$ cat config.mk
export PLATFORM = sky130hd
export DESIGN_NAME = enm_path
export DESIGN_NICKNAME = d
export VERILOG_FILES = /design/src/rtl/enm_pkg.sv /design/src/rtl/enm_path_chan.sv /design/src/rtl/enm_path.sv
export SDC_FILE = /design/constraint.sdc
export NUM_CORES = 1
export LEC_CHECK = 0
export ABC_CLOCK_PERIOD_IN_PS = 4500
export CORE_AREA = 2 2 135 137
export CTS_CLUSTER_DIAMETER = 150
export DETAILED_ROUTE_END_ITERATION = 12
export DIE_AREA = 0 0 137 139
export PLACE_DENSITY_LB_ADDON = 0.3
export SYNTH_ARGS = -nofsm -noshare
export SYNTH_HDL_FRONTEND = slang
export SYNTH_SLANG_ARGS = --single-unit
$ cat constraint.sdc
create_clock -name clk22 -period 4.5 [get_ports clk22]
set_clock_uncertainty 0.05 [all_clocks]
set_input_delay 0.9 -clock clk22 [delete_from_list [all_inputs] [get_ports clk22]]
set_output_delay 0.9 -clock clk22 [all_outputs]
set_load 0.005 [all_outputs]
$ cat src/rtl/enm_pkg.sv
// Shared types and defaults for the enemy path controller.
package enm_pkg;

  typedef enum logic [1:0] {
    P0   = 2'd0,
    P1   = 2'd1,
    P2   = 2'd2,
    DEAD = 2'd3
  } phase_t;

  localparam int unsigned DEF_HI_TH = 80;
  localparam int unsigned DEF_LO_TH = 40;
  localparam int unsigned DEF_VSPD  = 2;
  localparam int unsigned DEF_HSPD  = 1;

  // HP to movement phase: zero is death, then thresholds split the three legs.
  function automatic phase_t hp_phase(input int unsigned hp,
                                      input int unsigned hi,
                                      input int unsigned lo);
    if (hp == 0)      return DEAD;
    else if (hp > hi) return P0;
    else if (hp > lo) return P1;
    else              return P2;
  endfunction

endpackage

$ cat src/rtl/enm_path_chan.sv
// One enemy: phase FSM, anchor/dir for patrol, clamped stepper and death latch.
module enm_path_chan
  import enm_pkg::*;
#(
  parameter int unsigned       HP_W   = 7,
  parameter int unsigned       POS_W  = 10,
  parameter int unsigned       HI_TH  = DEF_HI_TH,
  parameter int unsigned       LO_TH  = DEF_LO_TH,
  parameter int unsigned       VSPD   = DEF_VSPD,
  parameter int unsigned       HSPD   = DEF_HSPD,
  parameter int unsigned       PATROL = 0,
  parameter logic [POS_W-1:0]  SX     = '0,
  parameter logic [POS_W-1:0]  SY     = '0,
  parameter logic [POS_W-1:0]  TY0    = '0,
  parameter logic [POS_W-1:0]  TX1    = '0,
  parameter logic [POS_W-1:0]  TY2    = '0
) (
  input  logic             clk22,
  input  logic             rst,
  input  logic             move_en,
  input  logic [HP_W-1:0]  hp,
  output logic             alive,
  output logic             die,
  output logic [POS_W-1:0] x,
  output logic [POS_W-1:0] y
);

  localparam logic [POS_W-1:0] VSTEP = POS_W'(VSPD);
  localparam logic [POS_W-1:0] HSTEP = POS_W'(HSPD);

  // DEAD doubles as the sticky death flag: nothing leaves it except rst.
  phase_t           ph_q, ph_d, hp_ph;
  logic             dir_q, dir_d;
  logic [POS_W-1:0] anc_q, anc_d;
  logic [POS_W-1:0] x_q, x_d, y_q, y_d;
  logic             alive_q, alive_d, die_q, die_d;

  logic [POS_W-1:0] cur, tgt, spd, goal, diff, nxt;

  assign hp_ph = hp_phase(32'(hp), HI_TH, LO_TH);

  // Stepper operands for the axis owned by the current phase.
  always_comb begin
    cur = y_q;
    tgt = '0;
    spd = VSTEP;
    case (ph_q)
      P0:      tgt = TY0;
      P1:      begin cur = x_q; tgt = TX1; spd = HSTEP; end
      P2:      tgt = TY2;
      default: tgt = '0;
    endcase
    goal = dir_q ? anc_q : tgt;
    diff = (goal >= cur) ? goal - cur : cur - goal;
    if (diff <= spd)     nxt = goal;
    else if (goal > cur) nxt = cur + spd;
    else                 nxt = cur - spd;
  end

  // Next-state: death, phase entry (latch anchor, no move), then gated move.
  always_comb begin
    ph_d    = ph_q;
    dir_d   = dir_q;
    anc_d   = anc_q;
    x_d     = x_q;
    y_d     = y_q;
    alive_d = alive_q;
    die_d   = 1'b0;
    if (ph_q == DEAD || hp_ph == DEAD) begin
      ph_d    = DEAD;
      alive_d = 1'b0;
      die_d   = alive_q;
      x_d     = '0;
      y_d     = '0;
    end else begin
      alive_d = 1'b1;
      if (hp_ph != ph_q) begin
        ph_d  = hp_ph;
        dir_d = 1'b0;
        anc_d = (hp_ph == P1) ? x_q : y_q;
      end else if (move_en) begin
        if (cur == goal) begin
          if (PATROL != 0 && anc_q != tgt) dir_d = ~dir_q;
        end else if (ph_q == P1) begin
          x_d = nxt;
        end else begin
          y_d = nxt;
        end
      end
    end
  end

  // State register with synchronous reset.
  always_ff @(posedge clk22) begin
    if (rst) begin
      ph_q    <= P0;
      dir_q   <= 1'b0;
      anc_q   <= SY;
      x_q     <= SX;
      y_q     <= SY;
      alive_q <= 1'b0;
      die_q   <= 1'b0;
    end else begin
      ph_q    <= ph_d;
      dir_q   <= dir_d;
      anc_q   <= anc_d;
      x_q     <= x_d;
      y_q     <= y_d;
      alive_q <= alive_d;
      die_q   <= die_d;
    end
  end

  assign alive = alive_q;
  assign die   = die_q;
  assign x     = x_q;
  assign y     = y_q;

endmodule

$ cat src/rtl/enm_path.sv
// N-enemy movement controller: independent per-enemy channels on clk22.
module enm_path
  import enm_pkg::*;
#(
  parameter int unsigned                  N_ENM   = 4,
  parameter int unsigned                  HP_W    = 7,
  parameter int unsigned                  POS_W   = 10,
  parameter int unsigned                  HI_TH   = DEF_HI_TH,
  parameter int unsigned                  LO_TH   = DEF_LO_TH,
  parameter int unsigned                  VSPD    = DEF_VSPD,
  parameter int unsigned                  HSPD    = DEF_HSPD,
  parameter int unsigned                  PATROL  = 0,
  parameter logic [N_ENM*POS_W-1:0]       START_X = {10'd340, 10'd240, 10'd140, 10'd40},
  parameter logic [N_ENM*POS_W-1:0]       START_Y = {10'd40, 10'd80, 10'd80, 10'd40},
  parameter logic [N_ENM*POS_W-1:0]       TGT_Y0  = {10'd20, 10'd220, 10'd20, 10'd220},
  parameter logic [N_ENM*POS_W-1:0]       TGT_X1  = {10'd260, 10'd320, 10'd60, 10'd120},
  parameter logic [N_ENM*POS_W-1:0]       TGT_Y2  = {10'd180, 10'd40, 10'd180, 10'd40}
) (
  input  logic                   clk22,
  input  logic                   rst,
  input  logic                   move_en,
  input  logic [N_ENM*HP_W-1:0]  enm_hp,
  output logic [N_ENM-1:0]       enm_alive,
  output logic [N_ENM-1:0]       enm_die,
  output logic [N_ENM*POS_W-1:0] enm_x,
  output logic [N_ENM*POS_W-1:0] enm_y
);

  for (genvar i = 0; i < N_ENM; i++) begin : g_chan
    enm_path_chan #(
      .HP_W  (HP_W),
      .POS_W (POS_W),
      .HI_TH (HI_TH),
      .LO_TH (LO_TH),
      .VSPD  (VSPD),
      .HSPD  (HSPD),
      .PATROL(PATROL),
      .SX    (START_X[i*POS_W +: POS_W]),
      .SY    (START_Y[i*POS_W +: POS_W]),
      .TY0   (TGT_Y0[i*POS_W +: POS_W]),
      .TX1   (TGT_X1[i*POS_W +: POS_W]),
      .TY2   (TGT_Y2[i*POS_W +: POS_W])
    ) u_chan (
      .clk22  (clk22),
      .rst    (rst),
      .move_en(move_en),
      .hp     (enm_hp[i*HP_W +: HP_W]),
      .alive  (enm_alive[i]),
      .die    (enm_die[i]),
      .x      (enm_x[i*POS_W +: POS_W]),
      .y      (enm_y[i*POS_W +: POS_W])
    );
  end

endmodule

==> summary.txt, run 1 <==
Final layout
  – Commonest cells after routing, fill and taps aside: clkdlybuf4s50_1 (118), a21oi_1 (105), nand2_1 (102), dfxtp_1 (94), buf_4 (91)
  – Most common library cell in the layout ignoring fill and taps: clkdlybuf4s50_1
  – Share of post-route cells with drive strength above 1: 15.47%
  – Final layout net count: 1,436
  – Count of placed standard cells in the final layout, fillers left out: 1,535
  – Post-synthesis to final-layout area growth: 29.45%
  – N_diodes: 0
  – Final core area utilization: 64.97%

STA
  – Hold Fails Final Rpt: 0
  – Count of pins over their slew limit: 0
  – F_max: 229.6 MHz
  – Fin Setup TNS: 0 ns
  – Pin slew with the least headroom to its limit: 1.214 ns
  – Minimum period implied by the final worst setup slack: 4.356 ns
  – Worst hold slack across all endpoints: 0.4237 ns
  – Worst-case headroom to the max-slew limit: 18.88%
  – Final setup violation count: 0
  – Period utilisation layout: 96.80%
  – Worst setup slack after layout: 0.1440 ns

Clock tree
  – Worst skew pair latency: 0.36 ns
  – Clk buf depth: 2
  – Clk Tree Root Cell: clkbuf_16
  – Hold_buf cts: 0
  – Clk pin slew, worst setup/hold paths: 0.07 ns
  – Clock tree from TritonCTS: yes
  – Total number of clock tree sinks: 96
  – Level count of the clock H-tree: 3
  – Clock buffer count from CTS: 9

Critical path
  – Worst Setup End Kind: flip-flop
  – Required @ worst endpoint: 4.71 ns
  – Reg2Reg Depth: 18
  – Crit path arrival time: 4.56 ns
  – Minimum setup slack among reg-to-reg paths: 0.14 ns
  – Type of the worst setup path: flip-flop to flip-flop
  – Launching instance or port of the critical path: g_chan[2].u_chan.ph_q[1]$_SDFFE_PP0P_
  – Launching point of the worst reg2reg path: g_chan[2].u_chan.ph_q[1]$_SDFFE_PP0P_
  – Crit path to: g_chan[2].u_chan.y[0]$_SDFFE_PP0P_
  – Worst-path maximum fanout: 7
  – Worst flop-to-flop path endpoint: g_chan[2].u_chan.y[0]$_SDFFE_PP0P_
  – Worst setup SP type: flip-flop

Floorplanning
  – Area of the core: 17,660 sq um
  – Initial Utilization: 50.19%
  – Overall die area: 19,040 sq um
  – Die Span X: 137 um
  – Y dimension of the die: 139 um
  – Std-Cell Rows: 49
  – I/O pins: 119

Synth
  – Yosys warning count: 0
  – Number of nets produced by synthesis: 1,270
  – Cell Area, Synth: 8862 sq um
  – Count of cell types in the netlist: 81
  – Average footprint of a synthesized cell: 7.808 sq um
  – Fraction of registers with async set/reset: 0%
  – Cell count after synthesis: 1,135
  – Post-synth EDFFs: 0
  – Number of synthesized register bits: 96
  – Sequential cell area fraction in the yosys report: 21.69%
  – Leading register cell type out of synthesis: dfxtp_1

Job
  – Count of maximum capacitance violations: 0

Global routing
  – Global-route wire length before repair: 42,100 um
  – Largest net degree at the start of global routing: 21
  – Initial antenna violation count: 0
  – Via count of the first global-routing pass: 8,558
  – Total congestion overflow: 0
  – All-layer global routing usage: 26.89%

Power
  – Leakage power figure: 4.949 nW
  – Pwr dens: 426.2 nW/um^2
  – Worst vdd ir: 0.2832 mV

Drt
  – Drt total wl: 26,730 um
  – Detailed-route DRC error count: 0
  – Vias per cell: 5.971
  – Average wire per standard cell: 17.42 um
  – Number of detailed-route iterations in the first pass: 7
  – Total via count in the routed design: 9,165
  – Number of design-rule violations left by the first detailed-router iteration: 608
  – Count of antenna-violating nets left after detailed routing: 0

Placed design
  – Placement-stage worst setup slack: -0.1192 ns
  – Hpwl dp: 20,260 um
  – Number of buffer cells added on primary ports: 118
  – Post-placement cell count: 1,506
  – Routability cong.: 1.019

Min path
  – Worst min path class: flip-flop to flip-flop
  – Hold path startpoint: g_chan[1].u_chan.alive$_SDFF_PP0_

Run status
  – Run status: finished clean
-- critical path, cell delays in order (launching register included) --
cell and delay, ns:
dfxtp_1 0.32, nand2b_4 0.19, inv_4 0.11, mux2i_2 0.24, inv_1 0.12, ha_4 0.25, and3_1 0.15, a221o_1 0.37
a21boi_4 0.23, nor2_1 0.06, a21oi_1 0.13, ha_1 0.26, a32oi_1 0.19, nand2_1 0.09, and4bb_2 0.33, o2111ai_4 0.14
or4b_4 0.60, buf_4 0.19, o211a_1 0.22
-- synth_stat cells, types with 14 or more instances --
cell type / count / area, sq um
clkbuf_1: 31 / 116.4
o21ai_0: 71 / 355.3
xnor2_1: 33 / 289.0
inv_1: 82 / 307.8
xor2_1: 16 / 140.1
nor2b_1: 23 / 143.9
mux2i_1: 38 / 380.4
ha_1: 97 / 1214
nand2b_1: 17 / 106.4
a31oi_1: 33 / 206.5
a21o_1: 23 / 172.7
nor3_1: 18 / 90.09
a21oi_1: 111 / 555.5
nor2_1: 51 / 191.4
nand2_1: 106 / 397.9
dfxtp_1: 96 / 1922
mux2_2: 14 / 157.7
or3_1: 18 / 112.6
nand3_1: 28 / 140.1
-- how the worst min path moves through the flow --
stage / depth (start not counted) / slack (ns) / endpoint
after CTS: 1 / 0.43 / g_chan[1].u_chan.die$_SDFF_PP0_
final: 1 / 0.42 / g_chan[1].u_chan.die$_SDFF_PP0_
after global placement: 1 / 0.41 / g_chan[1].u_chan.die$_SDFF_PP0_
after detailed placement: 2 / 0.41 / g_chan[2].u_chan.x[2]$_SDFFE_PP0P_
after floorplan: 1 / 0.41 / g_chan[0].u_chan.die$_SDFF_PP0_
after global routing: 1 / 0.44 / g_chan[1].u_chan.die$_SDFF_PP0_
-- per-layer routing --
| layer | track usage [%] | wire (um) | vias to the layer above |
|---|---|---|---|
| li1 | - | - | 4413 |
| met3 | 4.605 | 1604 | 46 |
| met2 | 44.33 | 12570 | 348 |
| met4 | 7.216 | 538 | 0 |
| met5 | 0 | 0 | - |
| met1 | 36.07 | 12020 | 4358 |
-- registers in the layout, summed over array words and instances (netlist names) --
signal and cells:
g_chan.u_chan.alive 4, g_chan.u_chan.die 4, g_chan.u_chan.ph_q 8, g_chan.u_chan.x 40, g_chan.u_chan.y 40
-- metrics by stage --
step                      area [sq um]  power [mW]
after floorplan                   8980       2.996
after global placement           10770       3.760
after detailed placement         10770       3.804
after CTS                        11120       4.717
after global routing             11470       5.217
final                            11470       4.889
-- timing repair --
item / 4_1_cts / 5_1_grt
gates cloned: 0 / 1
gates resized for setup: 4 / 58
hold endpoints to repair: 0 / 0
pin swaps: 0 / 21
endpoints found under the setup margin: 21 / 67
buffers inserted: 0 / 12
-- where the power goes --
| group | leakage (nW) | switching (mW) | internal (mW) |
|---|---|---|---|
| Combinational | 4.00 | 1.58 | 1.41 |
| Clock | 0.163 | 0.387 | 0.500 |
| Sequential | 0.784 | 0.0874 | 0.924 |
| Total | 4.95 | 2.06 | 2.83 |
-- kinds of logic (layout without fill, tap and decap cells) --
| logic type | Yosys count | after routing | synth area share (%) |
|---|---|---|---|
| AOI/OAI and AO/OA | 341 | 341 | 24.34 |
| xor gates and xnor gates | 49 | 49 | 4.843 |
| adders and majority gates | 108 | 108 | 15.73 |
| buffers and inverters | 143 | 313 | 6.876 |
| DFF | 96 | 96 | 21.69 |
| muxes | 52 | 52 | 6.071 |
| and+or+nand+nor | 346 | 347 | 20.46 |
-- final cells by class --
type / count / area (sq um)
multi-input cells: 897 / 6679
repair buffers: 213 / 1931
fillers: 1485 / 6185
inverters: 84 / 320.3
well taps: 229 / 286.5
clock buffers: 9 / 225.2
flip-flops and latches: 96 / 1924
clock inverters: 7 / 106.4
Power figures use the tool's default switching activity.
==> run 2, diff against run 1 <==
--- a/config.mk
+++ b/config.mk
@@ -11,6 +11,7 @@
 export DETAILED_ROUTE_END_ITERATION = 12
 export DIE_AREA = 0 0 137 139
 export PLACE_DENSITY_LB_ADDON = 0.3
+export SKIP_CTS_REPAIR_TIMING = 1
 export SYNTH_ARGS = -nofsm -noshare
 export SYNTH_HDL_FRONTEND = slang
 export SYNTH_SLANG_ARGS = --single-unit
==> summary.txt, run 2 (synthesis gave the netlist of run 1 again) <==
Run status
  – Run status: finished clean

STA
  – Final setup violation count: 0
  – Count of pins over their slew limit: 0
  – Period utilisation layout: 96.67%
  – Hold Fails Final Rpt: 0
  – Fin Setup TNS: 0 ns
  – F_max: 229.9 MHz
  – Worst-case headroom to the max-slew limit: 18.45%
  – Minimum period implied by the final worst setup slack: 4.350 ns
  – Pin slew with the least headroom to its limit: 1.220 ns
  – Worst setup slack after layout: 0.1501 ns

Drt
  – Count of antenna-violating nets left after detailed routing: 0
  – Vias per cell: 5.973
  – Average wire per standard cell: 17.34 um
  – Number of detailed-route iterations in the first pass: 6
  – Number of design-rule violations left by the first detailed-router iteration: 643
  – Detailed-route DRC error count: 0
  – Drt total wl: 26,610 um
  – Total via count in the routed design: 9,169

Floorplanning
  – Std-Cell Rows: 49
  – I/O pins: 119
  – Area of the core: 17,660 sq um
  – Y dimension of the die: 139 um
  – Initial Utilization: 50.19%
  – Die Span X: 137 um
  – Overall die area: 19,040 sq um

Placed design
  – Hpwl dp: 20,260 um
  – Number of buffer cells added on primary ports: 118
  – Post-placement cell count: 1,506
  – Cell area after placement: 10,770 sq um
  – Placement-stage worst setup slack: -0.1192 ns
  – Routability cong.: 1.019

Critical path
  – Minimum setup slack among reg-to-reg paths: 0.15 ns
  – Worst-path maximum fanout: 7
  – Cell repeated most along the worst path: and3_1
  – Crit path arrival time: 4.55 ns
  – Worst Setup End Kind: flip-flop
  – Crit-path cells: nand2b_4 -> inv_4 -> mux2i_2 -> inv_1 -> ha_4 -> and3_1 -> a221o_1 -> a21boi_4 -> nor2_1 -> a21oi_1 -> ha_1 -> a32oi_1 -> nand2_1 -> and4bb_2 -> o2111ai_4 -> or4b_4 -> and3_1 -> a32o_1
  – Type of the worst setup path: flip-flop to flip-flop
  – Required @ worst endpoint: 4.70 ns
  – Worst setup SP type: flip-flop
  – Worst flop-to-flop path endpoint: g_chan[2].u_chan.y[9]$_SDFFE_PP0P_
  – Critical-path top delay cell: or4b_4
  – Launching point of the worst reg2reg path: g_chan[2].u_chan.ph_q[1]$_SDFFE_PP0P_
  – Reg2Reg Depth: 18
  – Maximum single-stage delay on the critical path: 0.60 ns

Clock tree
  – Clock tree from TritonCTS: yes
  – Clk pin slew, worst setup/hold paths: 0.07 ns
  – Worst skew pair latency: 0.36 ns
  – Total number of clock tree sinks: 96
  – Clock buffer count from CTS: 9
  – Level count of the clock H-tree: 3
  – Clk buf depth: 2
  – Clk Tree Root Cell: clkbuf_16

Global routing
  – Initial antenna violation count: 0
  – Global-route wire length before repair: 41,970 um
  – Via count of the first global-routing pass: 8,534
  – Total congestion overflow: 0
  – Largest net degree at the start of global routing: 21
  – All-layer global routing usage: 26.79%

Power
  – Pwr dens: 425.6 nW/um^2
  – Leakage power figure: 4.949 nW
  – Post-layout power: 4.883 mW
  – Worst vdd ir: 0.2844 mV

Min path
  – Endpoint of the worst hold path: g_chan[1].u_chan.die$_SDFF_PP0_
  – Min-Delay Path Depth: 1
  – Worst min path class: flip-flop to flip-flop
  – Hold path startpoint: g_chan[1].u_chan.alive$_SDFF_PP0_

Final layout
  – N_diodes: 0
  – Count of placed standard cells in the final layout, fillers left out: 1,535
  – Final non-filler cell area: 11,470 sq um
  – Commonest cells after routing, fill and taps aside: clkdlybuf4s50_1 (118), a21oi_1 (105), nand2_1 (102), dfxtp_1 (94), buf_4 (91)
  – Final layout net count: 1,436
  – Share of post-route cells with drive strength above 1: 15.47%
  – Post-synthesis to final-layout area growth: 29.45%
  – Number of inserted filler cells in the final layout: 1,485
  – Most common library cell in the layout ignoring fill and taps: clkdlybuf4s50_1

Job
  – Count of maximum capacitance violations: 0
run 2: how the worst max path moves through the flow:
stage	from	endpoint	slack, ns	cells past startpoint
after detailed placement	g_chan[3].u_chan.ph_q[1]$_SDFFE_PP0P_	g_chan[3].u_chan.x[5]$_SDFFE_PP0P_	-0.12	20
after global placement	g_chan[3].u_chan.ph_q[1]$_SDFFE_PP0P_	g_chan[3].u_chan.x[5]$_SDFFE_PP0P_	0.05	20
after CTS	g_chan[3].u_chan.ph_q[1]$_SDFFE_PP0P_	g_chan[3].u_chan.y[4]$_SDFFE_PP0P_	-0.13	20
after floorplan	g_chan[2].u_chan.ph_q[1]$_SDFFE_PP0P_	g_chan[2].u_chan.x[9]$_SDFFE_PP0P_	0.003	23
final	g_chan[2].u_chan.ph_q[1]$_SDFFE_PP0P_	g_chan[2].u_chan.y[9]$_SDFFE_PP0P_	0.15	18
after global routing	g_chan[1].u_chan.ph_q[1]$_SDFFE_PP0P_	g_chan[1].u_chan.y[4]$_SDFFE_PP1P_	-0.04	21
run 2: power breakdown:
group / switching [mW] / internal (mW)
Sequential: 0.0873 / 0.924
Combinational: 1.58 / 1.41
Clock: 0.385 / 0.500
run 2: per-layer routing:
layer	track usage (%)	vias to the layer above	share of wire, %
met2	44.15	360	47
met5	0	-	0
met3	4.423	43	6.2
li1	-	4429	-
met1	35.98	4337	45
met4	7.379	0	2.0
run 2: area by class of cell:
class,instances,area (sq um),share of cell area [%]
Clock inverter,7,106.4,0.9270
Sequential cell,96,1924,16.77
Timing Repair Buffer,213,1931,16.83
Inverter,84,320.3,2.792
Multi-Input combinational cell,897,6679,58.22
Clock buffer,9,225.2,1.963
Tap cell,229,286.5,2.498
run 2: worst max-delay path, delay by kind of cell (launching register included):
kind / cells / cell delay (ns)
AND/OR/NAND/NOR: 7 / 1.62
AO/OA/AOI/OAI: 6 / 1.27
adder cells (fa/ha/maj): 2 / 0.51
flip-flops: 1 / 0.32
multiplexers: 1 / 0.24
buffers and inverters: 2 / 0.23
run 2: metrics by stage:
step	util, %	hold slack, ns
2_1_floorplan	-	0.4078
3_3_place_gp	61.00	0.4119
5_1_grt	64.97	0.4402
6_report	64.97	0.4222
4_1_cts	62.88	0.4263
3_5_place_dp	61.00	0.4149
==> run 3, diff against run 2 <==
--- a/config.mk
+++ b/config.mk
@@ -11,7 +11,6 @@
 export DETAILED_ROUTE_END_ITERATION = 12
 export DIE_AREA = 0 0 137 139
 export PLACE_DENSITY_LB_ADDON = 0.3
-export SKIP_CTS_REPAIR_TIMING = 1
 export SYNTH_ARGS = -nofsm -noshare
 export SYNTH_HDL_FRONTEND = slang
 export SYNTH_SLANG_ARGS = --single-unit
==> results of run 3 <==
The final DEF is identical to that of run 1; final timing and power are the same.
